===== config.mk =====
export PLATFORM = sky130hd
export DESIGN_NAME = loop_count_ctrl
export DESIGN_NICKNAME = d
export VERILOG_FILES = /design/src/rtl/loop_count_ctrl.sv
export SDC_FILE = /design/constraint.sdc
export NUM_CORES = 1
export LEC_CHECK = 0
export ABC_AREA = 0
export BUFFER_PORTS_ARGS = -buffer_cell sky130_fd_sc_hd__buf_2
export CAP_MARGIN = 20
export CORE_ASPECT_RATIO = 1.1
export CORE_UTILIZATION = 27
export CTS_CLUSTER_DIAMETER = 50
export DETAILED_ROUTE_END_ITERATION = 10
export HOLD_SLACK_MARGIN = 0.06
export PLACE_DENSITY = 0.56
export SYNTH_ARGS = -nofsm -noshare
export SYNTH_HDL_FRONTEND = slang
export SYNTH_SLANG_ARGS = --single-unit
export TNS_END_PERCENT = 20

===== constraint.sdc =====
create_clock -name clk -period 4.6 [get_ports clk]
set_input_delay 0.46 -clock clk [delete_from_list [all_inputs] [get_ports clk]]
set_output_delay 0.46 -clock clk [all_outputs]
set_load 0.01 [all_outputs]

===== src/rtl/loop_count_ctrl.sv =====
// Repeat-command sequencer for a decrement counter: loads the count,
// then issues one beat and one counter trigger per accepted handshake.
module loop_count_ctrl #(
   parameter int WIDTH = 3
) (
   input  logic             clk,
   input  logic             reset,
   input  logic             cmd_valid,
   output logic             cmd_ready,
   input  logic [WIDTH-1:0] cmd_count,
   input  logic             abort,
   output logic             beat_valid,
   input  logic             beat_ready,
   output logic             beat_last,
   output logic [WIDTH-1:0] remaining,
   output logic             cnt_set,
   output logic [WIDTH-1:0] cnt_set_val,
   output logic             cnt_trig,
   output logic             done,
   output logic             aborted
);

   typedef enum logic [1:0] {
      S_IDLE,
      S_LOAD,
      S_RUN,
      S_DONE
   } state_e;

   localparam logic [WIDTH-1:0] ONE = WIDTH'(1);

   state_e           state_q, state_d;
   logic [WIDTH-1:0] rem_q, rem_d;
   logic [WIDTH-1:0] setv_q, setv_d;
   logic             set_q, set_d;
   logic             trig_q, trig_d;
   logic             done_q, done_d;
   logic             abt_q, abt_d;
   logic             accept;

   assign accept = (state_q == S_RUN) && beat_ready;

   always_comb begin
      state_d = state_q;
      rem_d   = rem_q;
      setv_d  = '0;
      set_d   = 1'b0;
      trig_d  = 1'b0;
      done_d  = 1'b0;
      abt_d   = 1'b0;
      unique case (state_q)
         S_IDLE: begin
            if (cmd_valid) begin
               rem_d = cmd_count;
               if (cmd_count != '0) begin
                  state_d = S_LOAD;
                  set_d   = 1'b1;
                  setv_d  = cmd_count;
               end else begin
                  state_d = S_DONE;
                  done_d  = 1'b1;
               end
            end
         end
         S_LOAD: begin
            if (abort) begin
               state_d = S_DONE;
               done_d  = 1'b1;
               abt_d   = 1'b1;
            end else begin
               state_d = S_RUN;
            end
         end
         S_RUN: begin
            if (accept) begin
               rem_d  = rem_q - ONE;
               trig_d = 1'b1;
            end
            // A last beat accepted alongside abort still completes normally.
            if (accept && rem_q == ONE) begin
               state_d = S_DONE;
               done_d  = 1'b1;
            end else if (abort) begin
               state_d = S_DONE;
               done_d  = 1'b1;
               abt_d   = 1'b1;
            end
         end
         S_DONE: begin
            state_d = S_IDLE;
         end
         default: begin
            state_d = S_IDLE;
         end
      endcase
   end

   always_ff @(posedge clk) begin
      if (reset) begin
         state_q <= S_IDLE;
         rem_q   <= '0;
         setv_q  <= '0;
         set_q   <= 1'b0;
         trig_q  <= 1'b0;
         done_q  <= 1'b0;
         abt_q   <= 1'b0;
      end else begin
         state_q <= state_d;
         rem_q   <= rem_d;
         setv_q  <= setv_d;
         set_q   <= set_d;
         trig_q  <= trig_d;
         done_q  <= done_d;
         abt_q   <= abt_d;
      end
   end

   assign cmd_ready   = (state_q == S_IDLE) && !reset;
   assign beat_valid  = (state_q == S_RUN);
   assign beat_last   = beat_valid && (rem_q == ONE);
   assign remaining   = rem_q;
   assign cnt_set     = set_q;
   assign cnt_set_val = setv_q;
   assign cnt_trig    = trig_q;
   assign done        = done_q;
   assign aborted     = abt_q;

endmodule

After elaboration in Yosys (flattened, before gate mapping):

Cells that the tools add are included.

* add/subtract/negate cells: 1
* equal/unequal tests: 7
* mux-type cells: 18
* bitwise operators: 4
* reduce and logical (&&, ||, !) cells: 13

Operators by type and width (number)
* $mux 1: 8
* $mux 2: 4
* $pmux 2 s4: 1
* $mux 3: 2
* $pmux 3 s2: 1
* $eq 2x2->1 const B: 2
* $logic_and 1x1->1: 4
* $not 1->1: 4
* $reduce_or 4->1: 1
* $eq 3x1->1 const B: 1
* $ne 3x2->1 const B: 1
* $pmux 1 s3: 1
* $reduce_and 3->1: 1
* $reduce_bool 3->1: 1
* $reduce_or 3->1: 1
* $sub 3x1->3 const B: 1
* $eq 2x1->1 const B: 1
* $logic_not 2->1: 1
* $ne 2x1->1 const B: 1
* $ne 2x2->1 const B: 1
* $pmux 1 s2: 1
* $reduce_and 2->1: 1
* $reduce_bool 2->1: 1
* $reduce_or 2->1: 1
* $logic_not 1->1: 1

* bits in registers: 12
* input bits: 8
* output and inout port bits: 13
* logic and storage cells: 50

Longest topological paths before layout:

* depth after elaboration: 5
* gate-level depth with buffers: 6
* gate-level depth less buffers: 5

Worst setup path after synthesis:

OpenSTA, ideal clock, no wires.

* path kind: reg-to-output
* start: register state_q[0]
* end: output port beat_last
* data arrival time: 1.132 ns
* required time: 4.140 ns
* slack: 3.008 ns
* cell stages (with the launch flop): 5
* buffers on the path: 1
* path through: dfxtp_1 > inv_1 > ha_1 > buf_2 > and3_1

* longest elaborated chain between the ends: 2

RTL lines
* from (decl): line 32 `state_e state_q, state_d;`
* from (signal assigned): line 108 `state_q <= state_d;`
* $eq 2x2->1: line 119 `assign beat_valid = (state_q == S_RUN);`
* via beat_valid: line 12 `output logic beat_valid,`
* $logic_and 1x1->1: line 120 `assign beat_last = beat_valid && (rem_q == ONE);`
* to (decl): line 14 `output logic beat_last,`

The timed path passes the listed nets, and every way through them passes these cells.

Worst setup path in the final report:

* start: register state_q[0]
* end: output port beat_last

* longest elaborated chain between the ends: 2

RTL lines (line)
* $eq 2x2->1: 119
* $logic_and 1x1->1: 120

Every way passes these cells.

==> flow_metrics.tcl <==
set metrics [dict create \
    finalWorstSetupSlack_ns 2.59 \
    postCtsSetupBuffers 0 \
    grt_max_degree 16 \
    drc_marker_count_from_the_first_detailed_route_iteration 7 \
    synth_commonest_cells "sky130_fd_sc_hd__dfxtp_1, sky130_fd_sc_hd__inv_1, sky130_fd_sc_hd__ha_1, sky130_fd_sc_hd__and3_1, sky130_fd_sc_hd__nor2_1" \
    placeableCoreArea_um2 2300 \
    initial_core_util_pct 29.1 \
    ys_ff_latch 12 \
    grt_first_pass_wirelength_um 2480 \
    drt_pass1_iterations 4 \
    powerDensity_nw_per_um2 492 \
    mappedNetlistArea_um2 668 \
    gp_congestion 0.715 \
    setup-violations-final 0 \
    latest_clock_arrival_within_the_worst_skew_pair_ns 0.26 \
    route.detailed.wl_per_inst_um 11.8 \
    tritoncts "done" \
    drtAntennaViolNets 0 \
    worstSetupStartpointType "flop" \
    routed-via-count 592 \
    clk_pin_slew_worst_paths_ns 0.07 \
    finalCritPeriodShare_pct 43.7 \
    maxSlewHeadroom_pct 67.4 \
    routed_wirelength_um 1460 \
    cts_hold_fix_bufs 0 \
    synth_top_flop_cell "sky130_fd_sc_hd__dfxtp_1" \
    worst-slew-pin-transition_ns 0.476 \
    ys.warnings.count 0 \
    ys_types 31 \
    yosysTopAreaCellShare_pct 36.0 \
    cts_inserted_buffers 3 \
    die_w_um 49.4 \
    area_growth_syn_to_layout_pct 21.5 \
    synth_cells 73 \
    cpPeakStageDelay_ns 0.46 \
    via_count_of_the_first_global_routing_pass 536 \
    clock.fmax_ghz 0.497 \
    net_count_after_synthesis 88 \
    quantity_of_i_o_buffers_inserted_on_ports 20 \
    tritoncts_num_sinks 12 \
    post-synth-top-area-cell "sky130_fd_sc_hd__dfxtp_1" \
    die_area_um2 2680 \
    max-vdd-ir-drop_mv 0.135 \
    overflow 0 \
    timing.critical_path.buf_inv 2 \
    timing.final.max_slew_violations 0 \
    fp.dieH_um 54.2 \
    seq_area_frac_synth_pct 36.0 \
    clock_path_buffers 2 \
    async_reset_ff_share_pct 0 \
    setup_total_negative_slack_ns 0 \
    ctsHtreeMaxLevel 1 \
    path_max_fanout 15 \
    syn_avg_cell_area_um2 9.15 \
    fp-row-count 18 \
    viasPerCell 4.77 \
    nNetsFinal 111 \
    unrepaired_setup_endpoints_after_global_routing "no" \
    finalCriticalPeriod_ns 2.01 \
    top_level_ports 21 \
    detail_route.drc_violations 0 \
    synth.area.top_cells "sky130_fd_sc_hd__dfxtp_1, sky130_fd_sc_hd__ha_1, sky130_fd_sc_hd__inv_1" \
    worst_setup_path_end_kind "output port" \
    num_antenna_cells 0 \
    drive_gt1_share_pct 28.7 \
    gr-usage-all-layers_pct 12.5 \
    hold_violations 0 \
    place_hpwl_um 1120 \
    post_cts_resized 0 \
    number_of_enable_flip_flop_cells_after_synthesis 0 \
    worst_ep_arrival_time_ns 1.55 \
    synth_most_common_cell "sky130_fd_sc_hd__dfxtp_1" \
    kind_of_cell_with_the_highest_combined_delay_on_the_critical_path "adder cells" \
    cp_cell_sequence "inv_1, ha_1, and3_1, buf_2" \
    worstHoldPathType "input port to flop" \
    fin_clk_skew_ns 0.00251 \
    worstSetupPathType "flop to output port" \
    pre_cts_ws_ns 2.80 \
    run_status "finished, final reports clean" \
    grt_antenna_before_repair 0 \
    crit_required_ns 4.14 \
    power_leakage_uw 0.000397 \
    cts.root.buffer_cell "sky130_fd_sc_hd__clkbuf_4" \
    maxCapViolCount 0 \
    critical_path.slowest_cell "sky130_fd_sc_hd__ha_1" \
]
==> routing by layer <==
layer / global-route usage (%) / vias to the layer above / wire (µm)
li1: - / 301 / -
met1: 15.1 / 269 / 692
met2: 19.6 / 18 / 655
met3: 3.67 / 4 / 78
met4: 8.10 / 0 / 31
met5: 0 / - / 0
==> cell usage in the layout, fill, tap and decap left out, types with 2 or more instances in the layout <==
cell type and count:
sky130_fd_sc_hd__a21oi_1 3, sky130_fd_sc_hd__nand3_1 2, sky130_fd_sc_hd__o21ai_0 2, sky130_fd_sc_hd__buf_2 20, sky130_fd_sc_hd__nor3_1 2, sky130_fd_sc_hd__and3_1 5
sky130_fd_sc_hd__ha_1 7, sky130_fd_sc_hd__clkbuf_4 3, sky130_fd_sc_hd__nor2b_1 3, sky130_fd_sc_hd__nand2b_1 2, sky130_fd_sc_hd__dfxtp_1 12, sky130_fd_sc_hd__nor2_1 4
sky130_fd_sc_hd__inv_1 9, sky130_fd_sc_hd__a31oi_1 3
==> where the power goes <==
group / internal, µW / switching [µW] / total (µW)
clock: 30.2 / 32.0 / 62.2
combinational: 84.6 / 107 / 192
sequential: 128 / 17.5 / 146
==> area by class of cell <==
cell class / count / area, µm²
Multi-Input combinational cell: 50 / 378
Inverter: 9 / 33.8
Clock buffer: 3 / 22.5
Fill cell: 248 / 1490
Tap cell: 30 / 37.5
Timing Repair Buffer: 20 / 100
Sequential cell: 12 / 240
==> worst register-to-register path, cell delays in order (launching register included) <==
cell	delay, ns
sky130_fd_sc_hd__dfxtp_1	0.35
sky130_fd_sc_hd__inv_1	0.13
sky130_fd_sc_hd__ha_1	0.46
sky130_fd_sc_hd__mux2i_1	0.51
sky130_fd_sc_hd__o31ai_1	0.15
sky130_fd_sc_hd__o311a_1	0.14
==> cells by family after synthesis <==
family                     count (synthesis)  share of synthesized area [%]
AOI/OAI and AO/OA                         15                           15.5
adders and majority gates                  7                           13.1
buffers and inverters                     11                           7.49
DFF                                       12                           36.0
muxes                                      3                           4.87
and+or+nand+nor                           25                           23.0
==> final timing paths <==
| path | startpoint | endpoint | slack, ns | cells past startpoint |
|---|---|---|---|---|
| worst min register to register | remaining[1] | remaining[1] | 0.50 | 2 |
| worst max register to register | state_q[0] | remaining[0] | 2.76 | 5 |
| worst min-delay path | abort | aborted | 0.45 | 3 |
| worst max-delay path | state_q[0] | beat_last | 2.59 | 4 |
==> registers in the layout (all words and copies together), names as in the netlist <==
| signal | count |
|---|---|
| cnt_set_val | 3 |
| remaining | 3 |
| state_q | 2 |
| aborted | 1 |
| cnt_set | 1 |
| cnt_trig | 1 |
| done | 1 |
==> metrics by stage <==
| stage | hold WS (ns) | total power (µW) | instance area [µm²] | cells | utilization, % |
|---|---|---|---|---|---|
| floorplan | 0.504 | 283 | 668 | 73 | - |
| global placement | 0.481 | 337 | 790 | 121 | 34.4 |
| detailed placement | 0.488 | 339 | 790 | 121 | 34.4 |
| CTS | 0.441 | 405 | 812 | 124 | 35.3 |
| global route | 0.472 | 439 | 812 | 124 | 35.3 |
| finish | 0.454 | 400 | 812 | 124 | 35.3 |
No activity file was read; power rests on OpenSTA's default activity.
